`src/rtl/ay8_pkg.sv`:
```
`default_nettype none
// ============================================================================
//  Module   : ay8_pkg
//  Brief    : Shared AY8 bus types and command encoding.
//  Revision : 1.0
// ============================================================================
package ay8_pkg;

    localparam int DATA_W = 8;

    localparam logic READ  = 1'b0;
    localparam logic WRITE = 1'b1;

    typedef enum logic [1:0] {
        IDLE = 2'd0,
        WAIT = 2'd1,
        DATA = 2'd2
    } bus_state_t;

endpackage : ay8_pkg
`default_nettype wire

```
`src/rtl/ay8_sram_1rw.sv`:
```
`default_nettype none
// ============================================================================
//  Module   : ay8_sram_1rw
//  Brief    : DEPTH x DATA_W synchronous RAM, one write port, registered read.
//  Revision : 1.0
// ============================================================================
module ay8_sram_1rw
    import ay8_pkg::*;
#(
    parameter int DEPTH = 256,
    parameter int AW    = 8
) (
    input  logic              clk,
    input  logic              rst,
    input  logic              i_we,
    input  logic [AW-1:0]     i_waddr,
    input  logic [DATA_W-1:0] i_wdata,
    input  logic              i_re,
    input  logic [AW-1:0]     i_raddr,
    output logic [DATA_W-1:0] o_rdata
);

    logic [DATA_W-1:0] r_mem [DEPTH];
    logic [DATA_W-1:0] r_rdata;

    // Array is deliberately left out of reset so contents survive RST.
    always_ff @(posedge clk) begin
        if (i_we) begin
            r_mem[i_waddr] <= i_wdata;
        end
    end

    always_ff @(posedge clk) begin
        if (rst) begin
            r_rdata <= '0;
        end else if (i_re) begin
            r_rdata <= r_mem[i_raddr];
        end
    end

    assign o_rdata = r_rdata;

endmodule : ay8_sram_1rw
`default_nettype wire

```
`src/rtl/ay8_bus_memory.sv`:
```
`default_nettype none
// ============================================================================
//  Module   : ay8_bus_memory
//  Brief    : AY8 unified-bus memory slave with wait states and program load.
//  Revision : 1.0
// ============================================================================
module ay8_bus_memory
    import ay8_pkg::*;
#(
    parameter int DEPTH       = 256,
    parameter int WAIT_CYCLES = 0
) (
    input  logic              CLK,
    input  logic              RST,
    input  logic              cmd_valid,
    input  logic              cmd_rw,
    input  logic [DATA_W-1:0] bus_in,
    output logic [DATA_W-1:0] bus_out,
    output logic              bus_oe,
    output logic              ack,
    output logic              busy,
    output logic              cmd_drop,
    input  logic              ld_en,
    input  logic [7:0]        ld_addr,
    input  logic [DATA_W-1:0] ld_data
);

    localparam int         AW          = (DEPTH > 1) ? $clog2(DEPTH) : 1;
    localparam logic [3:0] c_wait_init = (WAIT_CYCLES > 0) ? 4'(WAIT_CYCLES - 1) : 4'd0;

    bus_state_t        r_state;
    bus_state_t        w_state_nxt;
    logic [AW-1:0]     r_addr;
    logic              r_rw;
    logic [3:0]        r_cnt;
    logic              r_cmd_drop;

    logic              w_accept;
    logic              w_enter_data;
    logic              w_data_wr;
    logic              w_ld_wr;
    logic              w_we;
    logic [AW-1:0]     w_waddr;
    logic [DATA_W-1:0] w_wdata;
    logic [AW-1:0]     w_raddr;

    assign w_accept = (r_state == IDLE) && cmd_valid;

    always_ff @(posedge CLK) begin
        if (RST) begin
            r_state <= IDLE;
        end else begin
            r_state <= w_state_nxt;
        end
    end

    always_comb begin
        w_state_nxt = r_state;
        case (r_state)
            IDLE: begin
                if (cmd_valid) begin
                    w_state_nxt = (WAIT_CYCLES > 0) ? WAIT : DATA;
                end
            end
            WAIT: begin
                if (r_cnt == 4'd0) begin
                    w_state_nxt = DATA;
                end
            end
            DATA:    w_state_nxt = IDLE;
            default: w_state_nxt = IDLE;
        endcase
    end

    always_ff @(posedge CLK) begin
        if (RST) begin
            r_addr     <= '0;
            r_rw       <= READ;
            r_cnt      <= 4'd0;
            r_cmd_drop <= 1'b0;
        end else begin
            if (w_accept) begin
                r_addr <= bus_in[AW-1:0];
                r_rw   <= cmd_rw;
                r_cnt  <= c_wait_init;
            end else if ((r_state == WAIT) && (r_cnt != 4'd0)) begin
                r_cnt <= r_cnt - 4'd1;
            end
            if (cmd_valid && (r_state != IDLE)) begin
                r_cmd_drop <= 1'b1;
            end
        end
    end

    // With zero wait states the read launches straight from the address phase.
    assign w_enter_data = (w_state_nxt == DATA) && (r_state != DATA);
    assign w_raddr      = (r_state == IDLE) ? bus_in[AW-1:0] : r_addr;

    // DATA-phase writes and loads are mutually exclusive (DATA vs IDLE).
    assign w_data_wr = (r_state == DATA) && (r_rw == WRITE) && !RST;
    assign w_ld_wr   = ld_en && (r_state == IDLE) && !cmd_valid;
    assign w_we      = w_data_wr || w_ld_wr;
    assign w_waddr   = w_data_wr ? r_addr : ld_addr[AW-1:0];
    assign w_wdata   = w_data_wr ? bus_in : ld_data;

    ay8_sram_1rw #(
        .DEPTH (DEPTH),
        .AW    (AW)
    ) u_sram (
        .clk     (CLK),
        .rst     (RST),
        .i_we    (w_we),
        .i_waddr (w_waddr),
        .i_wdata (w_wdata),
        .i_re    (w_enter_data),
        .i_raddr (w_raddr),
        .o_rdata (bus_out)
    );

    assign bus_oe   = (r_state == DATA) && (r_rw == READ);
    assign ack      = (r_state == DATA);
    assign busy     = (r_state != IDLE);
    assign cmd_drop = r_cmd_drop;

endmodule : ay8_bus_memory
`default_nettype wire

```
`config.mk`:
```
export PLATFORM = sky130hd
export DESIGN_NAME = ay8_bus_memory
export DESIGN_NICKNAME = d
export VERILOG_FILES = /design/src/rtl/ay8_pkg.sv /design/src/rtl/ay8_sram_1rw.sv /design/src/rtl/ay8_bus_memory.sv
export SDC_FILE = /design/constraint.sdc
export NUM_CORES = 2
export LEC_CHECK = 0
export BUFFER_PORTS_ARGS = -buffer_cell sky130_fd_sc_hd__buf_2
export CAP_MARGIN = 20
export CORE_MARGIN = 2
export CORE_UTILIZATION = 36
export DETAILED_ROUTE_END_ITERATION = 12
export SLEW_MARGIN = 15
export SYNTH_ARGS = -nofsm -noshare
export SYNTH_HDL_FRONTEND = slang
export SYNTH_SLANG_ARGS = --single-unit
```
`constraint.sdc`:
```
create_clock -name CLK -period 6.3 [get_ports CLK]
set_input_delay 0.63 -clock CLK [delete_from_list [all_inputs] [get_ports CLK]]
set_output_delay 0.63 -clock CLK [all_outputs]
set_load 0.01 [all_outputs]
```
==> impl_metrics.py <==
metrics = {
    "status": {
        "status": "complete, no violations",
    },
    "final_layout": {
        "syn2layout_area_growth_pct": 12.0,
        "multi_input_area_sq_mm": 0.0191,
        "seq_area_sq_mm": 0.0620,
        "drive_above_1_share_pct": 13.0,
        "layout.nets": 5297,
        "nFillCells": 20700,
        "final_cells": 8464,
    },
    "synthesis": {
        "syn_inst": 5207,
        "synth.most_common_cell": "edfxtp_1",
        "ys_ff_latch": 2072,
        "synth_top_area_share_pct": 73.9,
        "yosys-top-cells-count": "edfxtp_1 (2048), nand2_1 (688), nor2_1 (338)",
        "syn-num-nets": 5237,
        "ys_async_sr_fraction_pct": 0,
        "synth_top_cell_by_area": "edfxtp_1",
        "ys_types": 88,
        "synthFlopType": "edfxtp_1",
        "synth_edf_count": 2048,
        "yosys_warnings": 0,
        "synthTopCellsByArea": "edfxtp_1 (74%), mux4_2 (3.8%), nand2_1 (3.1%), mux2i_1 (2.8%), nor2_1 (1.5%)",
        "netlist_area_sq_mm": 0.0832,
        "yosysSeqAreaShare_pct": 74.5,
        "syn_avg_cell_area_sq_um": 16.0,
    },
    "floorplan": {
        "core_sq_mm": 0.230,
        "rows": 176,
        "die_height_um": 485,
        "die_w_um": 485,
        "ios": 41,
        "dieArea_sq_mm": 0.235,
        "start_util_pct": 36.2,
    },
    "worst_setup_path": {
        "cp-end-kind": "flop",
        "worstPathCellList": "buf_4 > or3b_4 > nand2_8 > a2111oi_0 > nor4_1 > a211oi_1 > nand4_1 > a311oi_1 > a2111oi_1",
        "arrival_ns": 6.10,
        "criticalPathCategory": "flop to flop",
        "slowest_stage": "a311oi_1",
        "critical_path.max_fanout": 40,
        "rr_worst_depth": 9,
        "slowest_delay_ns": 1.03,
        "startpoint_type": "flop",
        "required_ns": 6.97,
    },
    "clocking": {
        "cts_buffer_depth": 3,
        "cts-buffers-inserted": 205,
        "clk_pin_slew_ns": 0.06,
        "cts_resized": 0,
        "post-cts-setup-buffers": 0,
        "cts_tree": "done",
        "cts-hold-fix-buffers": 0,
        "clk_latency_ns": 0.85,
        "htree_levels": 4,
        "cts_root_buf": "clkbuf_16",
        "cts_sinks": 2072,
    },
    "job": {
        "drv_cap": 0,
    },
    "placed_design": {
        "place_hpwl_mm": 153,
        "gp_congestion": 0.872,
        "dpl.cell_count": 8085,
        "io_buffers": 40,
    },
    "global_routing": {
        "grt_pass1_vias": 47000,
        "grt_pass1_wl_mm": 349,
        "grt_start_max_net_pins": 173,
        "antenna_found_initial": 8,
        "overflow": 0,
        "track_usage_pct": 20.3,
    },
    "timing": {
        "slew_headroom_pct": 17.1,
        "clock.fmax_mhz": 184,
        "worst_pin_slew_ns": 1.24,
        "fin_worst_skew_ns": 0.0329,
        "hold_viol": 0,
        "final-setup-viol-count": 0,
        "period_share_pct": 86.3,
        "slew_viol_final": 0,
        "finalSetupTns_ns": 0,
        "rsz0062_at_grt": "no",
        "period_needed_ns": 5.44,
    },
    "drt": {
        "ant_nets": 0,
        "num_vias": 49200,
        "drt_first_pass_iters": 9,
        "drtIter0Drc": 6584,
        "routedWlPerCell_um": 29.0,
        "route.detailed.drc": 0,
        "routed_wl_mm": 245,
        "viasPerCell": 5.81,
    },
    "min_path": {
        "hold_class": "input port to flop",
        "hold_depth": 3,
    },
    "power_and_ir_drop": {
        "power_mw": 29.1,
        "leakagePower_nw": 29.3,
        "powerDensity_mw_per_mm2": 313,
        "peakVddDrop_mv": 0.220,
    },
}
[power by group]
part	leakage (nW)	switching (mW)	internal, mW	total, mW
registers	18.6	0.0322	15.2	15.2
clock network	3.11	5.21	6.56	11.8
logic	7.62	1.53	0.609	2.14
[cells by family (layout without fill, tap and decap cells)]
logic type | after synthesis | after routing | share of synthesized area, %
other cells | 0 | 4 | 0
fa+ha+maj | 1 | 1 | 0.0150
mux | 403 | 403 | 7.22
simple gates | 1597 | 1597 | 8.74
flops | 2072 | 2072 | 74.5
compound gates | 760 | 760 | 6.72
buf+inv | 372 | 599 | 2.76
xor+xnor | 2 | 2 | 0.0211
[stage by stage]
stage          worst slack (ns)  util (%)  hold WS, ns  cell area (sq um)
6_report                  0.862      40.5       0.0967              93100
5_1_grt                   0.668      40.5        0.102              93100
4_1_cts                   0.858      40.5       0.0448              93100
3_5_place_dp              0.584      37.7        0.474              86700
3_3_place_gp              0.572      37.7        0.471              86700
2_1_floorplan             0.821         -        0.499              83200
[flip-flops by register name, summed over array words and instances, names as in the netlist]
name and count:
cmd_drop 1, r_addr 8, r_cnt 4, r_rw 1, r_state 2, u_sram.o_rdata 8, u_sram.r_mem 2048
[layout by cell type, fill, tap and decap left out, types with 12 or more instances in the layout]
cell | netlist | final
edfxtp_1 | 2048 | 2048
nand2_1 | 688 | 678
nor2_1 | 338 | 337
nand3_1 | 247 | 247
mux2i_1 | 234 | 233
clkbuf_16 | 0 | 210
buf_4 | 53 | 149
mux4_2 | 139 | 139
and3_1 | 126 | 126
a211oi_1 | 116 | 116
o21ai_0 | 103 | 102
a31oi_1 | 91 | 89
a32oi_1 | 81 | 81
a21oi_1 | 66 | 64
clkinv_1 | 0 | 58
nand4_1 | 47 | 47
clkbuf_1 | 133 | 47
a221oi_1 | 44 | 44
buf_2 | 111 | 42
a311oi_1 | 36 | 34
o22ai_1 | 32 | 32
clkinv_2 | 0 | 28
nor4_1 | 27 | 27
buf_12 | 13 | 26
a22oi_1 | 24 | 24
dfxtp_1 | 24 | 24
nor3_1 | 21 | 21
a32o_1 | 19 | 19
nand3b_1 | 16 | 16
mux2_2 | 16 | 16
a2111oi_0 | 16 | 16
o32ai_1 | 14 | 14
or4_1 | 13 | 13
mux4_1 | 13 | 13
o31ai_1 | 17 | 12
nor4b_1 | 13 | 12
[critical path, delay by kind of cell, from the launching register on]
| family | cells | cell delay (ns) |
|---|---|---|
| flip-flops | 1 | 0.71 |
| AND/OR/NAND/NOR | 4 | 1.60 |
| buffers and inverters | 1 | 0.30 |
| AO/OA/AOI/OAI | 4 | 2.62 |
[per-layer routing]
layer  share of wire, %  track usage, %  vias to the layer above
li1                   -               -                    20700
met1                 40            27.7                    25400
met2                 46            31.6                     2609
met3                9.2            4.32                      468
met4                4.5            8.56                        0
met5                  0               0                        -
[layout make-up]
class / instances / share of cell area (%)
Inverter: 7 / 0.0282
Clock inverter: 112 / 0.942
Multi-Input combinational cell: 2763 / 20.5
Antenna cell: 4 / 0.0107
Sequential cell: 2072 / 66.5
Tap cell: 3026 / 4.06
Clock buffer: 262 / 5.90
Timing Repair Buffer: 218 / 2.01
[worst paths after layout]
kind,start,endpoint,slack (ns)
worst max-delay path,r_state[1]$_SDFF_PP0_,u_sram.o_rdata[6]$_SDFFE_PP0P_,0.86
worst min-delay path,cmd_rw,r_rw$_SDFFE_PP0P_,0.1
worst max register to register,r_state[1]$_SDFF_PP0_,u_sram.o_rdata[6]$_SDFFE_PP0P_,0.86
worst min register to register,cmd_drop$_SDFFE_PP0P_,cmd_drop$_SDFFE_PP0P_,0.49
Power figures use the tool's default switching activity.
